<file path="src/rtl/inst_encoder.sv">
// inst_encoder: packs a field bundle (opcode, rd, rs1, rs2, funct3, funct7,
// imm) into a 32-bit RV32I instruction word, flags bundles that cannot be
// encoded (emitting a NOP for them), and buffers results through a 2-entry
// skid (output register + skid register) so in_ready comes from a flop.
//
// Ports:
//   clk, reset              single clock, synchronous active-high reset
//   in_valid / in_ready     input handshake for the field bundle
//   in_opcode .. in_imm     instruction fields; in_imm is a full signed value
//   out_valid / out_ready   output handshake
//   out_inst, out_err       encoded word and "not encodable" flag
//   enc_count, err_count    saturating counts of drained good / bad words
module inst_encoder #(
  parameter int CNT_W = 16
) (
  input  logic             clk,
  input  logic             reset,
  input  logic             in_valid,
  output logic             in_ready,
  input  logic [6:0]       in_opcode,
  input  logic [4:0]       in_rd,
  input  logic [4:0]       in_rs1,
  input  logic [4:0]       in_rs2,
  input  logic [2:0]       in_funct3,
  input  logic [6:0]       in_funct7,
  input  logic [31:0]      in_imm,
  output logic             out_valid,
  input  logic             out_ready,
  output logic [31:0]      out_inst,
  output logic             out_err,
  output logic [CNT_W-1:0] enc_count,
  output logic [CNT_W-1:0] err_count
);

  localparam logic [6:0]  OP_R     = 7'b0110011;
  localparam logic [6:0]  OP_S     = 7'b0100011;
  localparam logic [6:0]  OP_IL    = 7'b0000011;
  localparam logic [6:0]  OP_I     = 7'b0010011;
  localparam logic [6:0]  OP_B     = 7'b1100011;
  localparam logic [6:0]  OP_LUI   = 7'b0110111;
  localparam logic [6:0]  OP_AUIPC = 7'b0010111;
  localparam logic [31:0] NOP      = 32'h00000013;

  function automatic logic [CNT_W-1:0] sat_inc(input logic [CNT_W-1:0] v);
    return (&v) ? v : v + {{(CNT_W-1){1'b0}}, 1'b1};
  endfunction

  logic signed [31:0] imm_s;
  logic               fits12;
  logic               fits13;
  logic [31:0]        inst_p0;
  logic               err_p0;

  logic               vld_p1;
  logic [31:0]        inst_p1;
  logic               err_p1;
  logic               skid_vld_p1;
  logic [31:0]        skid_inst_p1;
  logic               skid_err_p1;
  logic [CNT_W-1:0]   enc_cnt_q;
  logic [CNT_W-1:0]   err_cnt_q;

  logic accept;
  logic drain;
  logic out_free;

  // ---- stage p0: combinational encode of the presented bundle ----
  assign imm_s  = in_imm;
  assign fits12 = (imm_s >= -32'sd2048) && (imm_s <= 32'sd2047);
  assign fits13 = (imm_s >= -32'sd4096) && (imm_s <= 32'sd4095);

  always_comb begin
    inst_p0 = NOP;
    err_p0  = 1'b0;
    case (in_opcode)
      OP_R: inst_p0 = {in_funct7, in_rs2, in_rs1, in_funct3, in_rd, in_opcode};
      OP_IL: begin
        inst_p0 = {in_imm[11:0], in_rs1, in_funct3, in_rd, in_opcode};
        err_p0  = !fits12;
      end
      OP_I: begin
        inst_p0 = {in_imm[11:0], in_rs1, in_funct3, in_rd, in_opcode};
        err_p0  = !fits12;
        // Shift-immediates carry funct7 in imm[11:5]; only SLLI/SRLI/SRAI forms are legal.
        if (in_funct3 == 3'b001 && in_imm[11:5] != 7'b0000000)
          err_p0 = 1'b1;
        if (in_funct3 == 3'b101 && in_imm[11:5] != 7'b0000000 && in_imm[11:5] != 7'b0100000)
          err_p0 = 1'b1;
      end
      OP_S: begin
        inst_p0 = {in_imm[11:5], in_rs2, in_rs1, in_funct3, in_imm[4:0], in_opcode};
        err_p0  = !fits12;
      end
      OP_B: begin
        inst_p0 = {in_imm[12], in_imm[10:5], in_rs2, in_rs1, in_funct3,
                   in_imm[4:1], in_imm[11], in_opcode};
        err_p0  = !fits13 || in_imm[0];
      end
      OP_LUI, OP_AUIPC: begin
        inst_p0 = {in_imm[31:12], in_rd, in_opcode};
        err_p0  = (in_imm[11:0] != 12'h000);
      end
      default: err_p0 = 1'b1;
    endcase
    if (err_p0)
      inst_p0 = NOP;
  end

  assign in_ready = ~skid_vld_p1;
  assign accept   = in_valid && in_ready;
  assign drain    = vld_p1 && out_ready;
  assign out_free = !vld_p1 || out_ready;

  // ---- stage p1: output register, skid register and statistics ----
  always_ff @(posedge clk) begin
    if (reset) begin
      vld_p1      <= 1'b0;
      inst_p1     <= 32'h0;
      err_p1      <= 1'b0;
      skid_vld_p1 <= 1'b0;
      enc_cnt_q   <= '0;
      err_cnt_q   <= '0;
    end else begin
      if (drain) begin
        if (err_p1) err_cnt_q <= sat_inc(err_cnt_q);
        else        enc_cnt_q <= sat_inc(enc_cnt_q);
      end
      if (out_free) begin
        // The skid entry is older than anything on the input, so it goes first.
        if (skid_vld_p1) begin
          vld_p1      <= 1'b1;
          inst_p1     <= skid_inst_p1;
          err_p1      <= skid_err_p1;
          skid_vld_p1 <= 1'b0;
        end else if (accept) begin
          vld_p1  <= 1'b1;
          inst_p1 <= inst_p0;
          err_p1  <= err_p0;
        end else begin
          vld_p1 <= 1'b0;
        end
      end else if (accept) begin
        skid_vld_p1 <= 1'b1;
      end
    end
  end

  // Skid payload only matters while skid_vld_p1 is set, so it needs no reset.
  always_ff @(posedge clk) begin
    if (!out_free && accept) begin
      skid_inst_p1 <= inst_p0;
      skid_err_p1  <= err_p0;
    end
  end

  assign out_valid = vld_p1;
  assign out_inst  = inst_p1;
  assign out_err   = err_p1;
  assign enc_count = enc_cnt_q;
  assign err_count = err_cnt_q;

endmodule

</file>
<file path="config.mk">
export PLATFORM = sky130hd
export DESIGN_NAME = inst_encoder
export DESIGN_NICKNAME = d
export VERILOG_FILES = /design/src/rtl/inst_encoder.sv
export SDC_FILE = /design/constraint.sdc
export NUM_CORES = 1
export LEC_CHECK = 0
export CAP_MARGIN = 20
export CORE_MARGIN = 4
export CORE_UTILIZATION = 40
export DETAILED_ROUTE_END_ITERATION = 10
export GPL_TIMING_DRIVEN = 0
export HOLD_SLACK_MARGIN = 0.15
export PLACE_DENSITY = 0.68
export SLEW_MARGIN = 25
export SYNTH_ARGS = -nofsm -noshare
export SYNTH_HDL_FRONTEND = slang
export SYNTH_SLANG_ARGS = --single-unit
</file>
<file path="constraint.sdc">
create_clock -name clk -period 6.1 [get_ports clk]
set_input_delay 0.61 -clock clk [delete_from_list [all_inputs] [get_ports clk]]
set_output_delay 0.61 -clock clk [all_outputs]
set_load 0.005 [all_outputs]
</file>
==> results of run 1 <==
## cell usage after synthesis, types with 2 or more instances
cell type and number:
nor2_1 73, dfxtp_1 67, a21oi_1 46, nand2_1 37, o21ai_0 36, edfxtp_1 33
clkbuf_1 27, inv_1 23, nor3_1 23, nand4_1 22, a22oi_1 15, or3_1 12
and3_1 11, nand3_1 11, nand3b_1 11, xnor2_1 11, a22o_1 10, a31oi_1 9
o22ai_1 9, xor2_1 9, a211oi_1 6, nor4_1 6, a32oi_1 5, o31ai_1 5
buf_1 3, nand2b_1 3, and2_1 2, conb_1 2, ha_1 2, mux2i_1 2
nor2b_1 2, nor3b_1 2, o41a_1 2, or4_1 2
## flip-flops by register name (all words and copies together), names as in the netlist
name          count
err_count        16
out_valid         1
skid_err_p1       1
skid_inst_p1     32
skid_vld_p1       1
out_inst         32
out_err           1
enc_count        16
## cell type report
class / instances / area [µm²]
clock inverter: 2 / 12.5
fill: 1115 / 5230
inverter: 23 / 86.3
buffer: 31 / 118
tap: 147 / 184
clock buffer: 14 / 308
multi-input combinational: 406 / 2380
sequential: 100 / 2330
timing repair buffer: 136 / 1360
## cells by family after synthesis
group,after synthesis,synth area share
xor+xnor,20,0.0358
flops,100,0.477
compound gates,153,0.198
mux,3,0.00639
fa+ha+maj,2,0.00511
simple gates,225,0.234
buf+inv,54,0.0417
other cells,2,0.00153
## per-layer routing
metal,part of all wire,vias to the layer above,global-route usage
met5,0,-,0
met4,0.026,0,0.0789
met3,0.077,28,0.0459
met2,0.46,217,0.338
met1,0.44,2245,0.275
li1,-,2357,-
## through the flow
stage	hold slack [ns]	std cells	utilization
2_1_floorplan	0.477	560	-
3_3_place_gp	0.466	840	0.534
3_5_place_dp	0.482	843	0.538
4_1_cts	0.502	859	0.564
5_1_grt	0.535	859	0.564
6_report	0.506	859	0.564
## cells in the final DEF, fill, tap and decap left out, types with 3 or more instances in the layout
cell type	n
clkdlybuf4s50_1	133
nor2_1	73
dfxtp_1	67
a21oi_1	46
nand2_1	37
o21ai_0	36
edfxtp_1	33
clkbuf_1	29
inv_1	23
nor3_1	22
nand4_1	22
a22oi_1	15
or3_1	12
clkbuf_16	12
nand3_1	11
nand3b_1	11
and3_1	11
xnor2_1	11
a22o_1	10
o22ai_1	9
a31oi_1	9
xor2_1	9
nor4_1	6
a211oi_1	6
a32oi_1	5
o31ai_1	5
nand2b_1	3
buf_1	3
conb_1	3
## where the power goes
group,internal [mW],leakage (nW),switching (mW)
Sequential,0.704,0.802,0.0104
Clock,0.351,0.154,0.238
Combinational,0.0862,1.24,0.0869
Total,1.14,2.20,0.336
## worst reg2reg max path, delay by kind of cell (launching register included)
kind | cells | cell delay, ns
simple gates | 1 | 0.58
buf+inv | 5 | 1.43
flops | 1 | 0.39
## worst max path at each step
stage	from	endpoint	slack, ns	cells after the start
after floorplan	out_ready	skid_err_p1	2.17	3
after global placement	out_ready	skid_inst_p1[28]	0.23	4
after detailed placement	in_opcode[5]	skid_inst_p1[15]	2.45	8
after CTS	in_opcode[5]	skid_inst_p1[29]	2.82	8
after global routing	in_opcode[2]	out_err	2.62	8
final	in_opcode[2]	out_err	2.80	8
==> metrics.md, run 1 <==
| Metric | Value |
|---|---|
| Clock transition at the registers of the reported paths | 0.06 ns |
| Clock root buffer master | clkbuf_16 |
| I/O pins | 135 |
| CTS max path bufs | 2 |
| Async S/R FF share, synth | 0 |
| Width of the die | 119 µm |
| Critical Path Start Type | input pin |
| PortBufs | roughly 130 |
| Fin worst setup slack | between 2 and 3 ns |
| Max Fclk | just over 300 MHz |
| Post-CTS Setup Inserts | 0 |
| CTS tree | built |
| HPWL reported at the end of detailed placement | 11.4 mm |
| Netlist cell types | 54 |
| DR pass1 iterations | 5 |
| Mapped Area | a little under 5000 µm² |
| CTS resizes | 0 |
| Final Skew | around 0.009 ns |
| Core area | about 12,000 µm² |
| PwrDens | approximately 220 nW/µm² |
| Die Y | between 100 and 150 µm |
| First-pass GRT wire length | about 24 mm |
| Row cnt | 40 |
| CP Class | input pin to flip-flop |
| Vias in the first global route | ~4,700 |
| Initial Util | 0.407 |
| Largest net degree at the start of global routing | 17 |
| Final setup viols | 0 |
| Placed cell area | about 6500 µm² |
| Flop-to-flop setup slack | 3.42 ns |
| Yosys reg bits | 100 |
| EDFF count, synth | 33 |
| R2R depth | 6 |
| Initial antenna violation count | 0 |
| H-tree levels | 3 |
| CP top delay family | simple AND/OR/NAND/NOR gates |
| Num CTS Buffers | 9 |
| Post-synthesis area per instance | 8.75 µm² |
| Routed len/inst | ~17 µm |
| Rel. slew slack | 0.344 |
| Final WL | roughly 15 mm |
| Worst VDD drop | 0.136 mV |
| Pre-CTS setup slack | ~2.4 ns |
| Clk Latency, worst-skew pair | roughly 0.35 ns |
| Final instance area | 6780 µm² |
| Crit path largest cell delay | roughly 0.64 ns |
| Worst EP arrival | 3.54 ns |
| HP Start | err_count[13] |
| Cell taking the most area after synthesis | dfxtp_1 |
| Via density | ~5.6 |
| Grt total ovfl | 0 |
| WHS Path Cells | 2 |
| Clock Sinks | 100 |
| Synth top area share | 0.274 |
| Hold buffers post-CTS | 0 |
| Main flop type after synthesis | dfxtp_1 |
| Leakage | about 2.2 nW |
| Setup TNS | 0 ns |
| Die area | around 14,000 µm² |
| HP Class | flip-flop to flip-flop |
| Worst-path fanout max | 10 |
| Crit Reg-Reg Endpoint | skid_inst_p1[29] |
| Setup crit end kind | flip-flop |
| Outcome | completed |
| MaxCap Viol Count | 0 |
| Overall power | 1.48 mW |
| Least-Margin Pin Slew | 0.982 ns |
| Seq/Total Area, Yosys | 0.477 |
| Worst Path Required | 6.33 ns |
| Layout cell share with drive strength beyond 1 | 0.0365 |
| Largest cells by area after synthesis | dfxtp_1, edfxtp_1, nor2_1 |
| Cell count after synthesis | between 500 and 600 |
| Crit path time final | around 3.3 ns |
| Ant. Diodes | 0 |
| Via count | approximately 4,800 |
| Drt initial violations | around 390 |
| Crit-path cells | clkdlybuf4s50_1, nand4bb_1, clkbuf_1, nor2_1, a221o_1, nor4b_4, nand2_1, a32o_1 |
| Number of synthesis warnings | 0 |
| RSZ-0062 raised after global routing | false |
| Reg2reg start | skid_vld_p1 |
| Routed Antenna Nets | 0 |
| Fin. max-slew vios | 0 |
| Critical path's slowest cell | nor4b_4 |
| DRC | 0 |
| Gpl congestion | ~0.9 |
| Final nets | slightly below 800 |
| Area growth, synth to finish | 38.5% |
| Hold endpoint | err_count[13] |
| Final period util | 0.541 |
| Endpoints failing hold | 0 |
| Buffers & Inverters on Critical Path | 2 |
| GR Util All Layers | 0.210 |
Power figures use the tool's default switching activity.
==> run 2: changes to the inputs <==
--- a/config.mk
+++ b/config.mk
@@ -11,7 +11,7 @@
 export DETAILED_ROUTE_END_ITERATION = 10
 export GPL_TIMING_DRIVEN = 0
 export HOLD_SLACK_MARGIN = 0.15
-export PLACE_DENSITY = 0.68
+export PLACE_DENSITY = 0.71
 export SLEW_MARGIN = 25
 export SYNTH_ARGS = -nofsm -noshare
 export SYNTH_HDL_FRONTEND = slang
==> constraint.sdc (replaced) <==
create_clock -name clk -period 2.7 [get_ports clk]
set_input_delay 0.27 -clock clk [delete_from_list [all_inputs] [get_ports clk]]
set_output_delay 0.27 -clock clk [all_outputs]
set_load 0.005 [all_outputs]
==> run 2 against run 1 <==
  * Cell count did not move
  * Routed wire length rose by 1.9%
  * Sequential share of layout area fell by 0.22 points
  * Critical path depth did not move
  * Hold slack got worse by 0.033 ns
  * Clock power rose by 110%
  * Sequential power rose by 130%
  * Power rose by 120%
  * Non-clock buffer count did not move
  * Critical path type unchanged
  * Largest cell class unchanged
==> metrics.md, run 2 (synthesis results as in run 1) <==
| Metric | Value |
|---|---|
| Initial antenna violation count | 0 |
| Least-Margin Pin Slew | roughly 0.81 ns |
| Hold buffers post-CTS | 0 |
| DRC | 0 |
| Layout cell share with drive strength beyond 1 | 0.0492 |
| Rel. slew slack | 0.455 |
| Layout Cells excl Fill | 859 |
| Overall power | between 3 and 4 mW |
| Width of the die | approximately 120 µm |
| Endpoints failing hold | 0 |
| PortBufs | 133 |
| Vias in the first global route | approximately 4,700 |
| Routed len/inst | about 18 µm |
| Final nets | between 700 and 800 |
| Register Area | roughly 2300 µm² |
| Via density | between 5 and 6 |
| Crit Reg-Reg Endpoint | skid_inst_p1[8] |
| Critical path's slowest cell | or4_1 |
| Row cnt | 40 |
| GR Util All Layers | 0.211 |
| Num CTS Buffers | 9 |
| Most frequent cells in the layout | clkdlybuf4s50_1, nor2_1, dfxtp_1 |
| Comb pwr share | 0.123 |
| Final period util | 0.981 |
| Max Fclk | between 300 and 400 MHz |
| Core area | around 12,000 µm² |
| Sequential Power Share | 0.495 |
| HPWL reported at the end of detailed placement | around 11 mm |
| Placed cell area | 6460 µm² |
| Ant. Diodes | 0 |
| Fin. max-slew vios | 0 |
| Clock share of power | 0.382 |
| Placed insts | roughly 840 |
| Die area | ~14,000 µm² |
| Reg2reg start | skid_vld_p1 |
| First-pass GRT wire length | approximately 24 mm |
| Clock root buffer master | clkbuf_16 |
| Leakage | 2.21 nW |
| I/O pins | approximately 140 |
| Drt initial violations | 500 |
| Clock transition at the registers of the reported paths | 0.07 ns |
| Crit path largest cell delay | roughly 0.64 ns |
| CP Class | input pin to flip-flop |
| Grt total ovfl | 0 |
| Final instance area | just under 7000 µm² |
| Pint | approximately 2.5 mW |
| Net Switching | between 0.7 and 0.8 mW |
| H-tree levels | 3 |
| HP Start | reset |
| Outcome | completed |
| CTS tree | built |
| CTS max path bufs | 2 |
| Crit path time final | 2.65 ns |
| Final Skew | roughly 0.0063 ns |
| Clock Sinks | 100 |
| HP Class | input pin to flip-flop |
| Buffers & Inverters on Critical Path | 2 |
| Critical Path Start Type | input pin |
| CP top delay family | simple AND/OR/NAND/NOR gates |
| Fin util | 0.568 |
| Hold endpoint | out_inst[21] |
| WHS Path Cells | 4 |
| Gpl congestion | around 0.92 |
| Clk Latency, worst-skew pair | approximately 0.34 ns |
| PwrDens | about 480 nW/µm² |
| Worst Path Required | approximately 2.8 ns |
| Worst VDD drop | about 0.38 mV |
| Final setup viols | 0 |
| R2R depth | 6 |
| Via count | 4,913 |
| MaxCap Viol Count | 0 |
| Worst-path fanout max | 10 |
| Crit-path cells | clkdlybuf4s50_1, or4_1, a2111oi_4, nor3_2, nor4_4, nand3_2, clkbuf_4, or2_1 |
| Flop-to-flop setup slack | roughly 0.22 ns |
| Layout filler cell count | 1,083 |
| Sw frac | 0.233 |
| Initial Util | 0.407 |
| Area growth, synth to finish | 39.4% |
| Final WL | 15.2 mm |
| Routed Antenna Nets | 0 |
| Most common cell after layout, fill and taps aside | clkdlybuf4s50_1 |
| Setup crit end kind | flip-flop |
| Area of the multi-input gates | roughly 2400 µm² |
| Die Y | 119 µm |
| Worst EP arrival | approximately 2.7 ns |
| Largest net degree at the start of global routing | 17 |
| DR pass1 iterations | 5 |
-- run 2: cell count changes in the layout (fill, tap and decap cells not counted), moves of 2 or more --
cell       change
clkbuf_16      -3
clkbuf_1       -6
clkbuf_2       +4
clkinv_1       +2
-- run 2: worst reg2reg max path, cell delays in order, from the launching register on --
cell and delay, ns:
dfxtp_1 0.38, clkbuf_1 0.25, clkbuf_1 0.31, clkbuf_2 0.31, nor3b_4 0.50, buf_8 0.24, buf_6 0.20
-- run 2: area by class of cell --
class,instances,share of cell area
Buffer,30,0.0178
Clock buffer,10,0.0336
Clock inverter,6,0.00825
Inverter,23,0.0127
Multi-Input combinational cell,406,0.356
Sequential cell,100,0.342
Tap cell,147,0.0270
Timing Repair Buffer,137,0.203
-- run 2: metal layers --
layer / share of wire / track usage
met4: 0.026 / 0.0840
met3: 0.068 / 0.0493
met5: 0 / 0
met2: 0.46 / 0.338
met1: 0.44 / 0.276
-- run 2: worst max-delay path by stage --
stage / from / to / slack (ns) / depth (start not counted)
floorplan: skid_vld_p1 / skid_err_p1 / 0.009 / 4
global placement: out_ready / skid_inst_p1[27] / -1.13 / 4
detailed placement: in_opcode[2] / out_err / -0.86 / 8
CTS: in_imm[5] / skid_inst_p1[4] / 0.07 / 7
global route: in_imm[5] / out_inst[12] / -0.02 / 7
finish: in_imm[5] / skid_inst_p1[4] / 0.05 / 8
-- run 2: repair_timing --
item	in CTS	in global routing
endpoints found under the hold margin	0	0
endpoints found under the setup margin	37	42
pin swaps	1	1
setup buffers	2	0
resized for setup	5	12
-- run 2: power by group through the flow --
stage | clock, mW | sequential [mW] | combinational, mW
2_1_floorplan | 0 | 1.64 | 0.152
3_3_place_gp | 0 | 1.65 | 0.381
3_5_place_dp | 0 | 1.65 | 0.390
4_1_cts | 1.27 | 1.61 | 0.396
5_1_grt | 1.33 | 1.62 | 0.432
6_report | 1.24 | 1.61 | 0.401
-- run 2: per-stage QoR --
stage	hold WS, ns	TNS (ns)	worst slack (ns)
2_1_floorplan	0.445	0	0.00936
3_5_place_dp	0.497	-27.02	-0.863
3_3_place_gp	0.468	-65.00	-1.13
4_1_cts	0.453	0	0.0667
5_1_grt	0.526	-0.0399	-0.0165
6_report	0.473	0	0.0518
==> run 3: changes to the inputs <==
--- a/config.mk
+++ b/config.mk
@@ -12,6 +12,7 @@
 export GPL_TIMING_DRIVEN = 0
 export HOLD_SLACK_MARGIN = 0.15
 export PLACE_DENSITY = 0.71
+export SKIP_LAST_GASP = 1
 export SLEW_MARGIN = 25
 export SYNTH_ARGS = -nofsm -noshare
 export SYNTH_HDL_FRONTEND = slang
==> results of run 3 <==
No change in the layout: final DEF, timing and power equal those of run 2.
